<file path="config.mk">
export PLATFORM = sky130hd
export DESIGN_NAME = i2c_bus_phy
export DESIGN_NICKNAME = d
export VERILOG_FILES = /design/src/rtl/i2c_pkg.sv /design/src/rtl/i2c_line_filter.sv /design/src/rtl/i2c_bus_phy.sv
export SDC_FILE = /design/constraint.sdc
export NUM_CORES = 1
export LEC_CHECK = 0
export CAP_MARGIN = 20
export CORE_MARGIN = 2
export CORE_UTILIZATION = 30
export DETAILED_ROUTE_END_ITERATION = 8
export HOLD_SLACK_MARGIN = 0.1
export PLACE_DENSITY = 0.54
export SYNTH_ARGS = -nofsm -noshare
export SYNTH_HDL_FRONTEND = slang
export SYNTH_SLANG_ARGS = --single-unit
</file>
<file path="constraint.sdc">
create_clock -name CLOCK -period 2.14 [get_ports CLOCK]
set_input_delay 0.428 -clock CLOCK [delete_from_list [all_inputs] [get_ports CLOCK]]
set_output_delay 0.428 -clock CLOCK [all_outputs]
set_load 0.1 [all_outputs]
</file>
<file path="src/rtl/i2c_pkg.sv">
// Shared defaults and counter widths for the i2c bus-side PHY.
// Stretch detection in i2c_bus_phy is built only when I2C_STRETCH_EN is defined.
package i2c_pkg;

    localparam int DIV_DEF  = 1;
    localparam int FILT_DEF = 3;
    localparam int RISE_DEF = 16;
    localparam int TMO_DEF  = 1048576;

    localparam int PRESC_W = 16;
    localparam int FILT_W  = 4;
    localparam int RISE_W  = 8;
    localparam int TMO_W   = 24;

endpackage

</file>
<file path="src/rtl/i2c_line_filter.sv">
// Two-flop synchroniser plus FILT-stable deglitch filter for one open-drain line.
// Both the synchroniser and the filtered output come out of reset at 1 (idle bus level).
module i2c_line_filter
    import i2c_pkg::*;
#(
    parameter int FILT = FILT_DEF
) (
    input  logic CLOCK,
    input  logic RESET,
    input  logic pin,
    output logic filt
);

    logic              sync1;
    logic              sync2;
    logic [FILT_W-1:0] cnt;

    // A new level is accepted only after it has differed from filt for FILT samples.
    always_ff @(posedge CLOCK) begin
        if (RESET) begin
            sync1 <= 1'b1;
            sync2 <= 1'b1;
            filt  <= 1'b1;
            cnt   <= '0;
        end else begin
            sync1 <= pin;
            sync2 <= sync1;
            if (sync2 == filt) begin
                cnt <= '0;
            end else if (cnt == FILT_W'(FILT - 1)) begin
                filt <= sync2;
                cnt  <= '0;
            end else begin
                cnt <= cnt + FILT_W'(1);
            end
        end
    end

endmodule

</file>
<file path="src/rtl/i2c_bus_phy.sv">
// Open-drain pin stage for the i2c master: pin enables, filtered SDA return, CSTEP prescaler.
// Define I2C_STRETCH_EN to build slave clock-stretch detection and the sticky stretch timeout.
module i2c_bus_phy
    import i2c_pkg::*;
#(
    parameter int DIV  = DIV_DEF,
    parameter int FILT = FILT_DEF,
    parameter int RISE = RISE_DEF,
    parameter int TMO  = TMO_DEF
) (
    input  logic CLOCK,
    input  logic RESET,
    input  logic sclo,
    input  logic sdao,
    output logic sdai,
    output logic CSTEP,
    output logic scl_oe,
    output logic sda_oe,
    input  logic scl_pin,
    input  logic sda_pin,
    input  logic clrto,
    output logic stretch,
    output logic timeout
);

    logic               scl_f;
    logic               sda_f;
    logic [PRESC_W-1:0] presc;

    i2c_line_filter #(.FILT(FILT)) u_scl_filt (
        .CLOCK (CLOCK),
        .RESET (RESET),
        .pin   (scl_pin),
        .filt  (scl_f)
    );

    i2c_line_filter #(.FILT(FILT)) u_sda_filt (
        .CLOCK (CLOCK),
        .RESET (RESET),
        .pin   (sda_pin),
        .filt  (sda_f)
    );

    assign sdai = sda_f;

    // Pins are only ever pulled low; a released master level turns the driver off.
    always_ff @(posedge CLOCK) begin
        if (RESET) begin
            scl_oe <= 1'b0;
            sda_oe <= 1'b0;
        end else begin
            scl_oe <= ~sclo;
            sda_oe <= ~sdao;
        end
    end

`ifdef I2C_STRETCH_EN
    logic [RISE_W-1:0] rise_cnt;
    logic [RISE_W-1:0] rise_next;
    logic [TMO_W-1:0]  tmo_cnt;
    logic              stretch_next;
    logic              timeout_next;

    // stretch is registered from next-state values so it lines up with the saturating edge.
    always_comb begin
        rise_next = rise_cnt;
        if (scl_oe) begin
            rise_next = '0;
        end else if (rise_cnt != RISE_W'(RISE)) begin
            rise_next = rise_cnt + RISE_W'(1);
        end
        timeout_next = timeout | (stretch && (tmo_cnt == TMO_W'(TMO - 1)));
        if (clrto) begin
            timeout_next = 1'b0;
        end
        stretch_next = (rise_next == RISE_W'(RISE)) && !scl_f && !timeout_next;
    end

    always_ff @(posedge CLOCK) begin
        if (RESET) begin
            rise_cnt <= '0;
            tmo_cnt  <= '0;
            stretch  <= 1'b0;
            timeout  <= 1'b0;
        end else begin
            rise_cnt <= rise_next;
            stretch  <= stretch_next;
            timeout  <= timeout_next;
            if (clrto || !stretch) begin
                tmo_cnt <= '0;
            end else begin
                tmo_cnt <= tmo_cnt + TMO_W'(1);
            end
        end
    end
`else
    logic unused_stretch_inputs;

    assign stretch = 1'b0;
    assign timeout = 1'b0;
    assign unused_stretch_inputs = clrto ^ scl_f ^ (RISE == 0) ^ (TMO == 0);
`endif

    // The prescaler freezes during a stretch so the master never steps past a held SCL.
    always_ff @(posedge CLOCK) begin
        if (RESET) begin
            presc <= '0;
        end else if (!stretch) begin
            if (presc == PRESC_W'(DIV - 1)) begin
                presc <= '0;
            end else begin
                presc <= presc + PRESC_W'(1);
            end
        end
    end

    assign CSTEP = !stretch && (presc == PRESC_W'(DIV - 1));

endmodule
</file>
# After elaboration in Yosys (flattened, before gate mapping)
# Index checks and enable logic that the tools add are counted.
# word_totals
latchBits	0
memories	0
ff_bits	25
rom_bits	0
in_bits	7
ram_bits	0
elab_cells	18
# op_classes
bitwise	3
reduce_logical	4
eq_ne	2
n_addsub	2
muxes	0
order_cmp	0
mul	0
div_mod_pow	0
n_shift	0
# ops
op	count
adder 16 x 1 -> 16 bit (second input constant)	1
zero test 16 bit	1
adder 4 x 1 -> 4 bit (second input constant)	1
equality test 4 x 2 -> 1 bit (second input constant)	1
inverter 1 bit	3
OR reduction 3 bit	1
AND reduction 2 bit	1
OR reduction 2 bit	1
equality test 1 bit	1

# Longest topological paths before layout
# depth
ltp_word	3
mapped_depth	8
ltp_nobuf	6

# Hierarchy
# A second synthesis with hierarchy kept.
# unflattened
hier_cells	118
hier_area_um2	1102.3
# modules_own_cells
module	instances	seq_area_each_um2	area_per_inst_um2	cells_each
i2c_bus_phy	1	360.3	842.1	93
i2c_line_filter	1	140.1	260.2	25

# Worst setup path before layout
# Ideal clock, no wire load.
# synth_path
path_type	register to register
from	reg presc[0]
to	reg presc[2]
t_required_ps	2021
synth_period_minus_slack_ps	2153
path_slack_ps	-13
stages_incl_launch_ff	9
t_arrival_ps	2035
cell_sequence	dfxtp_1 -> inv_1 -> ha_1 -> nor4b_2 -> and4_1 -> or2_1 -> buf_6 -> buf_12 -> nor2_4
# synth_via
elab_chain_cells	2
word_cells_on_any_way	3
cone_classes	1 x add/sub; 2 x reduce/logical
# synth_lines
item	line	source
start, declared	i2c_bus_phy.sv:28	logic [PRESC_W-1:0] presc;
start signal, assigned	i2c_bus_phy.sv:112	presc <= presc + PRESC_W'(1);
zero test 16 bit	n/a	
net CSTEP	i2c_bus_phy.sv:16	output logic CSTEP,
OR reduction 2 bit (no line)	n/a	
# The timed path passes the listed nets, and every way through them passes these cells.
# A chain may end at the register's enable or synchronous reset.

# Worst setup path in the final report
# layout_path
from	reg presc[0]
to	out CSTEP
# layout_via
elab_chain_cells	1
# layout_lines
item	line	source
zero test 16 bit	i2c_bus_phy.sv:117	assign CSTEP = !stretch && (presc == PRESC_W'(DIV - 1));
end, declared	i2c_bus_phy.sv:16	
# No other way between the ends.

==> results.md <==
* Sequential cell area at between 500 and 600 um2
* Diodes inserted at 0
* Max-slew violation count at 0
* Clk Latency, worst-skew pair at 260 ps
* Post-synthesis register bit count at 25
* DR iter-0 viols at 46
* Max Fclk at 507 MHz
* Post-CTS sizing at 0
* Syn_area_per_cell at around 10 um2
* Crit. End Element: output pin
* Ys flop type: dfxtp_1
* Core area at between 3000 and 4000 um2
* Antenna-violating nets left at 0
* Minimum clock period at 1970 ps
* CP Launch Type: flip-flop
* Row count at 22
* DP HPWL at 1340 um
* CTS sink cnt at 25
* Status: complete, no violations
* Die W at 66.3 um
* Vias/cell at 4.45
* Final hold violations at 0
* Multi-input gate area at between 500 and 600 um2
* Power Density at about 600 nW/um2
* Logic pwr share at 6.0%
* Vias in the first global route at 747
* Number of remaining DRC errors at 0
* Routed WL per cell at 10.3 um
* Worst EP arrival at 1540 ps
* Grt total ovfl at 0
* Worst vdd ir at between 0.2 and 0.3 mV
* Clk buf depth at 2
* Yosys warning total at 0
* Sw Pwr at 178 uW
* Clock transition at the registers of the reported paths at 80 ps
* Setup Fix Bufs, Post-CTS at 0
* Synth area leaders: dfxtp_1, xnor2_1, nor2_4
* Routed WL at 1790 um
* Setup ws final at 168 ps
* CP required at between 1500 and 2000 ps
* 1st-pass router iterations at 4
* Hold Buf Count CTS at 0
* Area Growth Syn to Fin at 12.7%
* Number of CTS-inserted buffers at 3
* Setup Viol. Count Final at 0
* Vias post-DR at 774
* RSZ-0062 raised after global routing: no
* H-tree depth at 1
* Post-synth top cells: dfxtp_1, nor2_1, xnor2_1
* Share of layout cells above drive strength 1 at between 20% and 30%
* Cell area after synthesis at 1160 um2
* Clock Power Share at 34.3%
* FFs w/ async S/R, synth at 0%
* CTS tree: done
* MaxCap Viol Count at 0
* Yosys top cell by area: dfxtp_1
* Starting Density at 31.6%
* FF-to-FF setup slack at 400 ps
* Sequential share of the synthesized area at 43.0%
* Hold WC Path Type: flip-flop to flip-flop
* # fillers at 376
* Period utilisation layout at 92.2%
* Crit path max fanout at 6
* Yosys top cell area share at 43.0%
* Internal at 611 uW
* Initial antenna violation count at 0
* First-pass GRT wire length at 3190 um
* # nets final at 138
* Die area at 4400 um2
* Critical path type: flip-flop to output pin
* Post-Place Worst Slack at 407 ps
* Final setup TNS at 0 ps
* Reg power frac at roughly three fifths
* Ports at 13
* Synth unique cells at 27
* # port buffers at 8
* Gr usage total at 9.41%
* Leak at 0.386 nW
* Switching Fraction at ~23%
* Routability cong. at 0.767
* Root buf cell: clkbuf_8
* Most common cell in the netlist: dfxtp_1
* Clock Skew at 1.62 ps
* Largest net degree at the start of global routing at 17
* Post-Synthesis Cells at 117
* Post-synth EDFFs at 0
* Die Y at 66.3 um
[kinds of logic (layout without fill, tap and decap cells)]
| logic type | count (synthesis) | in the layout | share of synthesized area (%) |
|---|---|---|---|
| buf+inv | 11 | 19 | 6.55 |
| compound gates | 1 | 1 | 0.752 |
| xor+xnor | 17 | 17 | 12.8 |
| other cells | 1 | 2 | 0.322 |
| flops | 25 | 25 | 43.0 |
| fa+ha+maj | 4 | 4 | 4.30 |
| simple gates | 58 | 58 | 32.3 |
[layout make-up]
class	count	share of cell area [%]
clock inverters	1	0.381
repair buffers	9	6.86
flip-flops and latches	25	38.1
inverters	6	1.72
multi-input cells	82	45.2
well taps	48	4.58
clock buffers	3	3.15
[worst paths after layout]
kind         cells after the start               end             start
max                              5             CSTEP          presc[0]
min                              1  u_sda_filt.sync2  u_sda_filt.sync1
max reg2reg                      7          presc[9]          presc[0]
min reg2reg                      1  u_sda_filt.sync2  u_sda_filt.sync1
[power by group through the flow]
stage          logic [mW]  clock network (mW)  registers [mW]
2_1_floorplan      0.0223                   0           0.497
3_3_place_gp       0.0471                   0           0.482
3_5_place_dp       0.0475                   0           0.482
4_1_cts            0.0477               0.286           0.471
5_1_grt            0.0496               0.305           0.472
6_report           0.0475               0.270           0.471
[layout by cell type, fill, tap and decap left out, types with 2 or more instances in the layout]
cell type         n
buf_4             4
clkbuf_8          3
clkdlybuf4s50_1   4
conb_1            2
dfxtp_1          25
ha_1              4
inv_1             6
nand2_1           3
nand3_1           7
nand4_1           4
nor2_1           15
nor2_2            3
nor2_4            7
nor3_1            4
nor4_1            2
nor4_2            4
or2_2             2
xnor2_1          14
xor2_1            3
[worst max-delay path, stage by stage (launching register included)]
cell and delay, ps:
dfxtp_1 440, inv_1 70, ha_1 210, nor4b_2 160, and4_2 240, buf_12 170
[flip-flops by register name (all words and copies together), names as in the netlist]
register	count
u_sda_filt.sync1	1
u_sda_filt.filt	1
u_sda_filt.cnt	4
scl_oe	1
u_sda_filt.sync2	1
sda_oe	1
presc	16
[layer usage]
metal	global-route usage, %	up-vias	wire, um
met2	15.9	15	811
met5	0	-	0
met3	2.56	4	88
met1	11.5	356	877
li1	-	399	-
met4	3.06	0	16
[stage by stage]
step	cells	utilization, %	instance area, um2	power (mW)	hold WS, ps
2_1_floorplan	118	-	1170	0.519	389
3_3_place_gp	170	34.3	1270	0.529	414
3_5_place_dp	170	34.3	1270	0.530	402
4_1_cts	174	35.6	1310	0.805	433
5_1_grt	174	35.6	1310	0.826	442
6_report	174	35.6	1310	0.789	426
Note: power is estimated with default switching activity, not from simulation.
